--- src/rtl/spi_reg_bank_if.sv ---
// Byte-level bus between the SPI slave shifter and the register bank.
// The master side owns frame select and receive strobe.
interface spi_reg_bank_if;
  logic       ce0;
  logic       ssig;
  logic [7:0] rx_data;
  logic [7:0] tx_data;
  logic [3:0] leds;
  logic       frame_err;

  modport master (
    output ce0, ssig, rx_data,
    input  tx_data, leds, frame_err
  );

  modport slave (
    input  ce0, ssig, rx_data,
    output tx_data, leds, frame_err
  );
endinterface

--- src/rtl/spi_reg_bank.sv ---
// SPI-addressed 8x8 register bank with burst access,
// frame counter, read-only ID and sticky framing error.
module spi_reg_bank #(
  parameter logic [7:0] ID_VALUE  = 8'hA5,
  parameter logic [3:0] LED_RESET = 4'b0000
) (
  input  logic           clk,
  input  logic           rst_n,
  spi_reg_bank_if.slave  bus
);

  typedef enum logic [1:0] {
    IDLE,
    CMD,
    DATA
  } state_t;

  state_t     state_q, state_d;
  logic [7:0] regs_q [6];
  logic [7:0] regs_d [6];
  logic [7:0] cnt_q, cnt_d;
  logic [2:0] baddr_q, baddr_d;
  logic [2:0] cur_q, cur_d;
  logic       wr_q, wr_d;
  logic       dseen_q, dseen_d;
  logic       err_q, err_d;
  logic [7:0] tx_q, tx_d;
  logic [3:0] leds_q;
  logic [7:0] bank [8];
  logic [2:0] nxt;

  always_comb begin
    for (int i = 0; i < 6; i++) begin
      bank[i] = regs_q[i];
    end
    bank[6] = cnt_q;
    bank[7] = ID_VALUE;
  end

  assign nxt = baddr_q + 3'd1;

  always_comb begin
    state_d = state_q;
    regs_d  = regs_q;
    cnt_d   = cnt_q;
    baddr_d = baddr_q;
    cur_d   = cur_q;
    wr_d    = wr_q;
    dseen_d = dseen_q;
    err_d   = err_q;
    tx_d    = tx_q;
    unique case (state_q)
      IDLE: begin
        if (!bus.ce0) state_d = CMD;
      end
      CMD: begin
        if (bus.ce0) begin
          state_d = IDLE;
        end else if (bus.ssig) begin
          state_d = DATA;
          wr_d    = bus.rx_data[7];
          baddr_d = bus.rx_data[2:0];
          cur_d   = bus.rx_data[2:0];
          dseen_d = 1'b0;
          tx_d    = bank[bus.rx_data[2:0]];
        end
      end
      DATA: begin
        // A strobe coincident with frame close is dropped.
        if (bus.ce0) begin
          state_d = IDLE;
          cnt_d   = cnt_q + 8'd1;
          if (!dseen_q) err_d = 1'b1;
        end else if (bus.ssig) begin
          dseen_d = 1'b1;
          cur_d   = baddr_q;
          baddr_d = nxt;
          if (wr_q) begin
            for (int i = 0; i < 6; i++) begin
              if (baddr_q == 3'(i)) regs_d[i] = bus.rx_data;
            end
            tx_d = bus.rx_data;
          end else begin
            tx_d = bank[nxt];
          end
        end
      end
      default: state_d = IDLE;
    endcase
    // Outside a data phase the master reads back status.
    if (state_d != DATA) tx_d = {err_d, 4'b0000, cur_d};
  end

  always_ff @(posedge clk or negedge rst_n) begin
    if (!rst_n) begin
      state_q <= IDLE;
      for (int i = 0; i < 6; i++) begin
        regs_q[i] <= 8'h00;
      end
      regs_q[0] <= {4'h0, LED_RESET};
      cnt_q   <= 8'h00;
      baddr_q <= 3'd0;
      cur_q   <= 3'd0;
      wr_q    <= 1'b0;
      dseen_q <= 1'b0;
      err_q   <= 1'b0;
      tx_q    <= 8'h00;
      leds_q  <= LED_RESET;
    end else begin
      state_q <= state_d;
      regs_q  <= regs_d;
      cnt_q   <= cnt_d;
      baddr_q <= baddr_d;
      cur_q   <= cur_d;
      wr_q    <= wr_d;
      dseen_q <= dseen_d;
      err_q   <= err_d;
      tx_q    <= tx_d;
      leds_q  <= regs_q[0][3:0];
    end
  end

  assign bus.tx_data   = tx_q;
  assign bus.leds      = leds_q;
  assign bus.frame_err = err_q;

endmodule

--- src/flat_wrapper.sv ---
// flat-port wrapper written by rule: the top's interface ports become plain ports
module spi_reg_bank_flat 
#(
  parameter logic [7:0] ID_VALUE  = 8'hA5,
  parameter logic [3:0] LED_RESET = 4'b0000
)
  (clk, rst_n, bus_ce0, bus_ssig, bus_rx_data, bus_tx_data, bus_leds, bus_frame_err);
  spi_reg_bank_if bus_i ();
  input  logic clk;
  input  logic rst_n;
  input wire logic [$bits(bus_i.ce0)-1:0] bus_ce0;
  input wire logic [$bits(bus_i.ssig)-1:0] bus_ssig;
  input wire logic [$bits(bus_i.rx_data)-1:0] bus_rx_data;
  output wire logic [$bits(bus_i.tx_data)-1:0] bus_tx_data;
  output wire logic [$bits(bus_i.leds)-1:0] bus_leds;
  output wire logic [$bits(bus_i.frame_err)-1:0] bus_frame_err;
  assign bus_i.ce0 = bus_ce0;
  assign bus_i.ssig = bus_ssig;
  assign bus_i.rx_data = bus_rx_data;
  assign bus_tx_data = bus_i.tx_data;
  assign bus_leds = bus_i.leds;
  assign bus_frame_err = bus_i.frame_err;
  spi_reg_bank #(.ID_VALUE(ID_VALUE), .LED_RESET(LED_RESET)) u_core (.clk(clk), .rst_n(rst_n), .bus(bus_i));
endmodule
--- config.mk ---
export PLATFORM = sky130hd
export DESIGN_NAME = spi_reg_bank_flat
export DESIGN_NICKNAME = d
export VERILOG_FILES = /design/src/rtl/spi_reg_bank_if.sv /design/src/rtl/spi_reg_bank.sv /design/src/flat_wrapper.sv
export SDC_FILE = /design/constraint.sdc
export NUM_CORES = 1
export LEC_CHECK = 0
export CAP_MARGIN = 10
export CORE_AREA = 2 2 78 135
export DETAILED_ROUTE_END_ITERATION = 16
export DIE_AREA = 0 0 80 137
export SLEW_MARGIN = 15
export SYNTH_ARGS = -nofsm -noshare
export SYNTH_HDL_FRONTEND = slang
export SYNTH_SLANG_ARGS = --single-unit
--- constraint.sdc ---
create_clock -name clk -period 3 [get_ports clk]
set_input_delay 0.75 -clock clk [delete_from_list [all_inputs] [get_ports clk]]
set_output_delay 0.75 -clock clk [all_outputs]
set_load 0.01 [all_outputs]
==> results of run 1 <==
worst max-delay path: cells and delay by family, from the launching register on:
kind / cells / cell delay, ns
adder cells (fa/ha/maj): 1 / 0.68
multiplexers: 2 / 0.55
flip-flops: 1 / 0.45
AO/OA/AOI/OAI: 3 / 0.42
buffers and inverters: 2 / 0.39
routing by layer:
| layer | vias to the layer above | global-route usage (%) | part of all wire (%) |
|---|---|---|---|
| li1 | 1415 | - | - |
| met1 | 1566 | 25.01 | 39 |
| met2 | 68 | 37.55 | 52 |
| met3 | 42 | 4.815 | 3.9 |
| met4 | 0 | 15.73 | 5.6 |
| met5 | - | 0 | 0 |
power by group:
part	leakage (nW)	switching, mW	total [mW]	internal (mW)
Clock	0.173	0.432	1.33	0.896
Sequential	1.06	0.259	1.63	1.37
Combinational	1.06	0.973	1.82	0.844
Total	2.30	1.66	4.78	3.11
registers in the layout (all words and copies together), names as in the netlist:
signal / flops
u_core.bus.leds: 4
u_core.dseen_q: 1
u_core.cnt_q: 8
u_core.bank: 48
u_core.bus.frame_err: 1
u_core.cur_q: 3
u_core.baddr_q: 3
u_core.state_q: 2
u_core.bus.tx_data: 8
u_core.wr_q: 1
stage by stage:
| step | cell area (sq um) | hold WS [ns] |
|---|---|---|
| 5_1_grt | 5071 | 0.4396 |
| 4_1_cts | 5071 | 0.4225 |
| 6_report | 5071 | 0.4195 |
| 3_5_place_dp | 4710 | 0.4084 |
| 3_3_place_gp | 4710 | 0.4063 |
| 2_1_floorplan | 4318 | 0.3846 |
cell type report:
cell class / instances / area [sq um]
Sequential cell: 79 / 1977
Clock inverter: 6 / 132.6
Inverter: 13 / 48.80
Multi-Input combinational cell: 247 / 2150
Fill cell: 912 / 4778
Timing Repair Buffer: 41 / 377.9
Tap cell: 125 / 156.4
Clock buffer: 10 / 229.0
cell families (layout without fill, tap and decap cells):
group	after synthesis	after routing	share of synthesized area [%]
muxes	94	94	25.35
DFF	79	79	45.78
AOI/OAI and AO/OA	72	72	12.75
and+or+nand+nor	64	64	7.360
buffers and inverters	38	70	4.433
adders and majority gates	10	10	2.898
xor gates and xnor gates	7	7	1.420
worst paths after layout:
kind,end,start,cells past startpoint,slack (ns)
min in group asynchronous,u_core.bus.leds[1]$_DFF_PN0_,rst_n,1,0.58
hold reg to reg,u_core.bus.leds[3]$_DFF_PN0_,u_core.bank[59]$_DFFE_PN0P_,0,0.42
max in group asynchronous,u_core.bank[47]$_DFFE_PN0P_,rst_n,1,1.77
setup reg to reg,u_core.bus.tx_data[1]$_DFFE_PN0P_,u_core.baddr_q[1]$_DFFE_PN0P_,8,0.42
setup / recovery,u_core.bus.tx_data[1]$_DFFE_PN0P_,u_core.baddr_q[1]$_DFFE_PN0P_,8,0.42
hold / removal,u_core.bus.leds[3]$_DFF_PN0_,u_core.bank[59]$_DFFE_PN0P_,0,0.42
Yosys cell counts (3+ instances only):
master,n
clkbuf_1,8
o211ai_1,3
inv_1,13
a211oi_1,5
a221oi_1,4
buf_4,6
o22ai_1,6
o21ai_0,12
a22oi_1,3
mux4_2,6
o2bb2ai_1,3
o2111ai_1,3
mux2i_1,25
buf_2,9
dfrtp_1,79
o221ai_1,8
nand2_1,28
nand3_1,3
nor2_1,8
xnor2_1,5
and3_1,4
nand2b_1,4
ha_1,10
a21oi_1,6
o221a_2,6
mux2_2,63
nor3_1,7
==> key figures, run 1 <==
Setup path
  • CP max stage cell: ha_1
  • Setup crit end kind: register
  • CP Class: reg2reg
  • Worst path max stage delay: 0.68 ns
  • Critical Path AT: 2.84 ns
  • Critical path fanouts, max: 14
  • CP required: 3.26 ns
  • CP Launch Type: register
  • Crit-path cells: inv_1 -> ha_1 -> buf_4 -> mux2i_1 -> mux4_2 -> a21oi_1 -> o22ai_1 -> o21ai_2

STA
  • RSZ-0062 raised after global routing: false
  • Final min period: 2.577 ns
  • Final Slew Violations: 0
  • Slew @ Worst Pin: 1.063 ns
  • Final Hold Vio Count: 0
  • Slew HR: 28.00%
  • Final setup margin: 0.4227 ns
  • Fmax: 388.0 MHz
  • # setup viols final: 0
  • Setup tns final: 0 ns
  • Final period util: 85.91%
  • Post-Route Skew: 0.007811 ns

Logic synthesis
  • #FFs+latches synth: 79
  • Sequential fraction of the synthesis area: 45.78%
  • Dominant synthesized flop cell: dfrtp_1
  • Largest cells by area after synthesis: dfrtp_1 (46%), mux2_2 (16%), mux2i_1 (5.8%)
  • Leading area contributor after synthesis: dfrtp_1
  • Post-synthesis instance total: 364
  • Net Count, Synth: 386
  • Mapped Area: 4318 sq um
  • Async SR Flop Fraction: 100.0%
  • Avg Cell Area, Syn: 11.86 sq um
  • Yosys cell types: 49
  • Yosys top cell area share: 45.78%
  • Post-synth EDFFs: 0
  • Yosys warnings: 0

Global route
  • All-Layer GR Usage: 22.48%
  • Initial antenna violation count: 0
  • Largest net degree at the start of global routing: 80
  • Number of global-route vias before repair: 3,284
  • First-pass GRT wire length: 17.94 mm
  • Grt ovf: 0

Power and ir drop
  • Lkg Pwr: 2.295 nW
  • Max IR drop VDD: 469.6 uV
  • Pwr dens: 942.1 nW/um^2
  • Tot Pwr: 4.778 mW

Route
  • Detailed Route Iter0 Violations: 170
  • Routed Antenna Nets: 0
  • WL final: 11.31 mm
  • DRC: 0
  • Drt pass-1 iters: 4
  • Wire per inst: 21.70 um
  • Vias/cell: 5.933
  • Via count: 3,091

Layout
  • # nets final: 413
  • Commonest non-fill, non-tap cell in the layout: dfrtp_1
  • # diodes: 0
  • Final core utilization: 51.49%
  • Synth-to-layout area growth: 17.44%
  • Fin cells: 521
  • Ratio of cells with drive above 1 in the final layout: 29.04%
  • Leading cell types in the layout, fill and taps excluded: dfrtp_1 (79), mux2_2 (63), nand2_1 (28)

CTS
  • TritonCTS clock tree: done
  • Number of buffers created by CTS: 9
  • Clk slew on worst S/H paths: 0.06 ns
  • CTS Root Cell: clkbuf_16
  • Max clock buf depth: 2
  • Post-CTS setup buffer count: 0
  • Worst skew pair latency: 0.34 ns
  • H-tree levels: 3
  • Cts repair resizes: 0
  • # hold bufs at CTS: 0
  • Clk sink count: 79

Job
  • Max cap viols: 0

Floorplan
  • Initial core utilization: 43.84%
  • Die Ht: 137 um
  • Io pins: 25
  • Die area: 10,960 sq um
  • Core area: 9849 sq um
  • Die width: 80 um
  • Row count: 48

Placed design
  • GPL Wtd Cong: 0.8354
  • PortBufs: 24
  • Worst slack at placement: 0.2509 ns
  • HPWL Detailed: 7.613 mm
  • Post-Place Cells: 505

Worst hold path
  • Worst Hold Class: reg2reg

Run status
  • Status: finished clean
Note: power is estimated with default switching activity, not from simulation.
==> run 2: changes to the inputs <==
--- a/config.mk
+++ b/config.mk
@@ -6,10 +6,9 @@
 export NUM_CORES = 1
 export LEC_CHECK = 0
 export CAP_MARGIN = 10
-export CORE_AREA = 2 2 78 135
+export CORE_AREA = 4 4 80 137
 export DETAILED_ROUTE_END_ITERATION = 16
-export DIE_AREA = 0 0 80 137
-export SLEW_MARGIN = 15
+export DIE_AREA = 0 0 84 141
 export SYNTH_ARGS = -nofsm -noshare
 export SYNTH_HDL_FRONTEND = slang
 export SYNTH_SLANG_ARGS = --single-unit
==> run 2 against run 1 <==
Design area grew 0.22%. Sequential power is essentially flat. Register-to-register slack gained 0.04 ns. Worst hold slack lost 0.035 ns. Power shrank 3.0%. Worst setup slack gained 0.044 ns. Critical path type unchanged. Die area grew 8.1%. Critical endpoint is now u_core.bus.tx_data[2]$_DFFE_PN0P_. Routed wire length shrank 2.2%. Highest routed layer unchanged. Combinational power is essentially flat. Count of clock-buffer cells in the layout grew 3. Critical path depth is the same. Global-route usage shrank 2.8 points.
==> key figures, run 2 (synthesized netlist as in run 1, its figures left out) <==
CTS
  • Post-CTS setup buffer count: 0 (unchanged)
  • Clk slew on worst S/H paths: 0.06 ns (about the same)
  • Number of buffers created by CTS: 9 (unchanged)
  • Cts repair resizes: 0 (unchanged)
  • Max clock buf depth: 2 (unchanged)
  • H-tree levels: 3 (unchanged)
  • CTS Root Cell: clkbuf_16 (unchanged)
  • Worst skew pair latency: 0.34 ns (about the same)
  • Clk sink count: 79 (unchanged)
  • # hold bufs at CTS: 0 (unchanged)
  • TritonCTS clock tree: done (unchanged)

Run status
  • Status: finished clean (unchanged)

Layout
  • Area of the multi-input gates: 2150 sq um (unchanged)
  • Commonest non-fill, non-tap cell in the layout: dfrtp_1 (unchanged)
  • FF/Latch Area: 1977 sq um (unchanged)
  • Max reg flops: 48 (unchanged)
  • # nets final: 416 (was 413)
  • Ratio of cells with drive above 1 in the final layout: 29.32% (was 29.04%)
  • Layout fillers: 893 (was 912)
  • Leading cell types in the layout, fill and taps excluded: dfrtp_1 (79), mux2_2 (63), nand2_1 (28) (unchanged)
  • Synth-to-layout area growth: 17.70% (was 17.44%)
  • # diodes: 0 (unchanged)
  • Fin cells: 524 (was 521)

Route
  • Drt pass-1 iters: 4 (unchanged)
  • WL final: 11.05 mm (was 11.31 mm)
  • Routed Antenna Nets: 0 (unchanged)
  • Detailed Route Iter0 Violations: 221 (was 170)
  • Wire per inst: 21.09 um (was 21.70 um)
  • DRC: 0 (unchanged)
  • Vias/cell: 5.926 (was 5.933)
  • Via count: 3,105 (was 3,091)

STA
  • RSZ-0062 raised after global routing: false (unchanged)
  • # setup viols final: 0 (unchanged)
  • Setup tns final: 0 ns (unchanged)
  • Slew HR: 51.55% (was 28.00%)
  • Final Slew Violations: 0 (unchanged)
  • Final period util: 84.45% (was 85.91%)
  • Final min period: 2.533 ns (was 2.577 ns)
  • Post-Route Skew: 0.006105 ns (was 0.007811 ns)
  • Final Hold Vio Count: 0 (unchanged)
  • Slew @ Worst Pin: 0.7191 ns (was 1.063 ns)
  • Fmax: 394.7 MHz (was 388.0 MHz)

Floorplan
  • Initial core utilization: 43.84% (unchanged)
  • Row count: 48 (unchanged)
  • Die Ht: 141 um (was 137 um)
  • Core area: 9849 sq um (unchanged)
  • Die width: 84 um (was 80 um)
  • Die area: 11,840 sq um (was 10,960 sq um)
  • Io pins: 25 (unchanged)

Worst hold path
  • Worst Hold Class: in2async (was reg2reg)

Setup path
  • CP Class: reg2reg (unchanged)
  • CP max stage cell: ha_1 (unchanged)
  • Critical path fanouts, max: 12 (was 14)
  • Setup crit end kind: register (unchanged)
  • CP Launch Type: register (unchanged)
  • Crit-path cells: inv_1 -> ha_1 -> buf_4 -> mux2i_1 -> a211oi_1 -> o221a_2 -> o22ai_1 -> o21ai_0 (was inv_1 -> ha_1 -> buf_4 -> mux2i_1 -> mux4_2 -> a21oi_1 -> o22ai_1 -> o21ai_2)
  • Critical Path AT: 2.79 ns (was 2.84 ns)
  • CP required: 3.25 ns (was 3.26 ns)
  • Worst path max stage delay: 0.63 ns (was 0.68 ns)

Power and ir drop
  • Max IR drop VDD: 483.9 uV (was 469.6 uV)
  • Tot Pwr: 4.632 mW (was 4.778 mW)
  • Pwr dens: 911.5 nW/um^2 (was 942.1 nW/um^2)
  • Lkg Pwr: 2.305 nW (was 2.295 nW)

Placed design
  • GPL Wtd Cong: 0.8780 (was 0.8354)
  • Post-Place Cells: 508 (was 505)
  • PortBufs: 24 (unchanged)
  • HPWL Detailed: 7.915 mm (was 7.613 mm)

Global route
  • Number of global-route vias before repair: 3,244 (was 3,284)
  • Largest net degree at the start of global routing: 42 (was 80)
  • All-Layer GR Usage: 19.64% (was 22.48%)
  • Initial antenna violation count: 0 (unchanged)
  • Grt ovf: 0 (unchanged)
  • First-pass GRT wire length: 17.77 mm (was 17.94 mm)

Job
  • Max cap viols: 0 (unchanged)
run 2: cell types whose count changed in the layout (fill, tap and decap cells not counted), sizes merged:
| cell | change |
|---|---|
| clkinvlp | -1 |
| buf | +3 |
| clkbuf | +3 |
| bufinv | -2 |
run 2: final cells by class:
| type | instances | share of cell area [%] |
|---|---|---|
| flip-flops and latches | 79 | 38.90 |
| clock inverters | 3 | 1.280 |
| repair buffers | 44 | 8.370 |
| multi-input cells | 247 | 42.29 |
| inverters | 13 | 0.9601 |
| clock buffers | 13 | 5.121 |
| well taps | 125 | 3.077 |
run 2: worst paths after layout:
path                                                from                           endpoint  slack (ns)  depth (start not counted)
max in group asynchronous                          rst_n        u_core.cnt_q[3]$_DFFE_PN0P_        2.00                          2
hold reg to reg              u_core.bank[57]$_DFFE_PN0P_       u_core.bus.leds[1]$_DFF_PN0_        0.42                          0
setup reg to reg           u_core.baddr_q[0]$_DFFE_PN0P_  u_core.bus.tx_data[2]$_DFFE_PN0P_        0.47                          8
setup / recovery           u_core.baddr_q[0]$_DFFE_PN0P_  u_core.bus.tx_data[2]$_DFFE_PN0P_        0.47                          8
min in group clk             u_core.bank[57]$_DFFE_PN0P_       u_core.bus.leds[1]$_DFF_PN0_        0.42                          0
hold / removal                                     rst_n       u_core.bus.leds[1]$_DFF_PN0_        0.38                          1
run 2: metal layers:
metal	track usage, %	vias up	wire length [um]
li1	-	1420	-
met3	3.333	21	370
met5	0	-	0
met1	22.43	1605	4342
met2	35.25	59	5987
met4	9.322	0	352
run 2: worst max-delay path: cells and delay by family (launching register included):
kind / cells / cell delay (ns)
adder cells (fa/ha/maj): 1 / 0.63
buffers and inverters: 2 / 0.44
flip-flops: 1 / 0.35
AO/OA/AOI/OAI: 4 / 0.93
multiplexers: 1 / 0.10
run 2: per-stage QoR:
| step | util (%) | hold slack, ns | instance area, sq um | worst slack [ns] |
|---|---|---|---|---|
| 2_1_floorplan | - | 0.3846 | 4318 | 0.8557 |
| 3_3_place_gp | 48.30 | 0.4037 | 4757 | 0.2931 |
| 3_5_place_dp | 48.30 | 0.4109 | 4757 | 0.2937 |
| 4_1_cts | 51.60 | 0.4042 | 5082 | 0.4222 |
| 5_1_grt | 51.60 | 0.4373 | 5082 | 0.3465 |
| 6_report | 51.60 | 0.3848 | 5082 | 0.4666 |
run 2: where the power goes:
part / total (mW) / internal (mW) / leakage [nW] / switching, mW
sequential: 1.64 / 1.37 / 1.06 / 0.269
combinational: 1.80 / 0.841 / 1.09 / 0.961
clock: 1.19 / 0.773 / 0.160 / 0.414
==> run 3: changes to the inputs <==
==> constraint.sdc (replaced) <==
create_clock -name clk -period 2.38 [get_ports clk]
set_input_delay 0.595 -clock clk [delete_from_list [all_inputs] [get_ports clk]]
set_output_delay 0.595 -clock clk [all_outputs]
set_load 0.01 [all_outputs]
==> run 3 against run 2 <==
Via count is 3.4% higher. Routed wire length is 4.0% higher. Cell count is 5.9% higher. Register-to-register slack worse by 0.32 ns. Design area is 5.0% higher. Non-clock buffer count is 32 higher. Sequential share of layout area is 1.9 points lower. Clock power is 17% higher. Largest power group unchanged.
==> key figures, run 3 (synthesized netlist as in run 1, its figures left out) <==
Run status
  • Status: finished clean (unchanged)

Route
  • Via count: 3,210 (was 3,105)
  • Drt pass-1 iters: 4 (unchanged)
  • WL final: 11.50 mm (was 11.05 mm)
  • Wire per inst: 20.71 um (was 21.09 um)
  • Vias/cell: 5.784 (was 5.926)
  • Routed Antenna Nets: 0 (unchanged)
  • DRC: 0 (unchanged)
  • Detailed Route Iter0 Violations: 216 (was 221)

Global route
  • Met1 usage: 22.54% (was 22.43%)
  • Met2 Use GR: 35.96% (was 35.25%)
  • Number of global-route vias before repair: 3,364 (was 3,244)
  • Largest net degree at the start of global routing: 45 (was 42)
  • GRT met3 Usage: 3.392% (was 3.333%)
  • Grt ovf: 0 (unchanged)
  • GR peak layer: met2 (unchanged)
  • First-pass GRT wire length: 18.31 mm (was 17.77 mm)
  • All-Layer GR Usage: 20.22% (was 19.64%)
  • Initial antenna violation count: 0 (unchanged)

CTS
  • Number of buffers created by CTS: 9 (unchanged)
  • CTS Root Cell: clkbuf_16 (unchanged)
  • Worst skew pair latency: 0.34 ns (about the same)
  • Clk sink count: 79 (unchanged)
  • Max clock buf depth: 2 (unchanged)
  • Post-CTS setup buffer count: 0 (unchanged)
  • Clk slew on worst S/H paths: 0.06 ns (about the same)
  • TritonCTS clock tree: done (unchanged)
  • H-tree levels: 3 (unchanged)

Worst hold path
  • Worst Hold Class: in2async (unchanged)

Setup path
  • R2R Setup Slk: 0.15 ns (was 0.47 ns)
  • Setup crit end kind: register (unchanged)
  • CP required: 2.63 ns (was 3.25 ns)
  • Critical path fanouts, max: 10 (was 12)
  • Critical Path AT: 2.49 ns (was 2.79 ns)
  • CP Class: reg2reg (unchanged)
  • CP Launch Type: register (unchanged)

Job
  • Max cap viols: 0 (unchanged)

Layout
  • Layout fillers: 875 (was 893)
  • Max reg flops: 48 (unchanged)
  • # nets final: 448 (was 416)
  • FF/Latch Area: 1977 sq um (unchanged)
  • Ratio of cells with drive above 1 in the final layout: 35.81% (was 29.32%)
  • Leading cell types in the layout, fill and taps excluded: dfrtp_1 (79), mux2_2 (63), buf_4 (48) (was dfrtp_1 (79), mux2_2 (63), nand2_1 (28))
  • Final instance area: 5339 sq um (was 5082 sq um)
  • Area of the multi-input gates: 2168 sq um (was 2150 sq um)
  • Synth-to-layout area growth: 23.65% (was 17.70%)
  • Commonest non-fill, non-tap cell in the layout: dfrtp_1 (unchanged)
  • # diodes: 0 (unchanged)
  • Fin cells: 555 (was 524)
  • Final core utilization: 54.20% (was 51.60%)

Floorplan
  • Io pins: 25 (unchanged)
  • Core area: 9849 sq um (unchanged)
  • Die area: 11,840 sq um (unchanged)
  • Die width: 84 um (unchanged)
  • Initial core utilization: 43.84% (unchanged)
  • Row count: 48 (unchanged)
  • Die Ht: 141 um (unchanged)

Power and ir drop
  • Max IR drop VDD: 475.3 uV (was 483.9 uV)
  • Reg power frac: 34.4% (was 35.5%)
  • Lkg Pwr: 2.465 nW (was 2.305 nW)
  • Sw Ratio: 36.08% (was 35.48%)
  • Tot Pwr: 5.990 mW (was 4.632 mW)
  • Switching pwr: 2.161 mW (was 1.644 mW)
  • Int Pwr: 3.829 mW (was 2.989 mW)
  • Part of the power in the clock network: 23.2% (was 25.6%)
  • Pwr dens: 1122 nW/um^2 (was 911.5 nW/um^2)
  • Combinational power share: 42.4% (was 38.9%)

STA
  • Post-Route Skew: 0.007702 ns (was 0.006105 ns)
  • Final Slew Violations: 0 (unchanged)
  • RSZ-0062 raised after global routing: false (unchanged)
  • Setup tns final: 0 ns (unchanged)
  • Final min period: 2.234 ns (was 2.533 ns)
  • Final period util: 93.88% (was 84.45%)
  • Slew @ Worst Pin: 0.6715 ns (was 0.7191 ns)
  • Slew HR: 54.76% (was 51.55%)
  • Final Hold Vio Count: 0 (unchanged)
  • # setup viols final: 0 (unchanged)
  • Fmax: 447.6 MHz (was 394.7 MHz)

Placed design
  • HPWL Detailed: 8.442 mm (was 7.915 mm)
  • PortBufs: 24 (unchanged)
  • Dpl cell area: 5022 sq um (was 4757 sq um)
  • Post-Place Cells: 540 (was 508)
  • GPL Wtd Cong: 0.8107 (was 0.8780)
run 3: cell types whose count changed in the layout (fill, tap and decap cells not counted), sizes merged:
cell    previous run  this run
buf               21        53
clkbuf            13        11
bufinv             2         1
clkinv             1         3
run 3: layer usage:
layer / part of all wire, % / vias to the layer above
li1: - / 1488
met1: 38 / 1598
met2: 53 / 91
met3: 3.8 / 33
met4: 5.1 / 0
met5: 0 / -
run 3: path summary, 6_finish.rpt:
check	endpoint	startpoint	cells after the start
hold / removal	u_core.bus.leds[1]$_DFF_PN0_	rst_n	1
setup / recovery	u_core.bus.tx_data[7]$_DFFE_PN0P_	u_core.baddr_q[1]$_DFFE_PN0P_	8
setup reg to reg	u_core.bus.tx_data[7]$_DFFE_PN0P_	u_core.baddr_q[1]$_DFFE_PN0P_	8
hold reg to reg	u_core.bus.leds[0]$_DFF_PN0_	u_core.bank[56]$_DFFE_PN0P_	0
min in group clk	u_core.bus.leds[0]$_DFF_PN0_	u_core.bank[56]$_DFFE_PN0P_	0
max in group asynchronous	u_core.bank[51]$_DFFE_PN0P_	rst_n	2
run 3: final cells by class:
class                      instances  area share (%)
inverter                          13          0.9140
clock inverter                     4          0.8437
tap                              125           2.929
timing repair buffer              76           12.94
multi-input combinational        247           40.61
sequential                        79           37.03
clock buffer                      11           4.734
run 3: stage by stage:
step | hold WS [ns] | worst slack (ns)
4_1_cts | 0.2316 | 0.04520
2_1_floorplan | 0.2994 | 0.2357
5_1_grt | 0.2595 | 0.009018
3_3_place_gp | 0.4089 | -0.1431
3_5_place_dp | 0.4136 | -0.1924
6_report | 0.2159 | 0.1457
run 3: power groups by stage:
| stage | logic, mW | registers (mW) | clock network, mW |
|---|---|---|---|
| finish | 2.54 | 2.06 | 1.39 |
| global route | 2.74 | 2.12 | 1.47 |
| CTS | 2.52 | 2.06 | 1.40 |
| detailed placement | 2.50 | 2.08 | 0 |
| global placement | 2.45 | 2.07 | 0 |
| floorplan | 1.64 | 2.01 | 0 |
run 3: worst max-delay path: stages, from the launching register on:
cell	delay [ns]
dfrtp_1	0.44
inv_1	0.09
ha_1	0.39
buf_4	0.24
mux2i_1	0.09
a211oi_1	0.42
o221a_2	0.27
o22ai_1	0.07
o21ai_0	0.16
run 3: repair_timing:
| action | 4_1_cts | 5_1_grt |
|---|---|---|
| setup endpoints to repair | 0 | 7 |
| resized for setup | 0 | 5 |
| hold buffers | 0 | 0 |
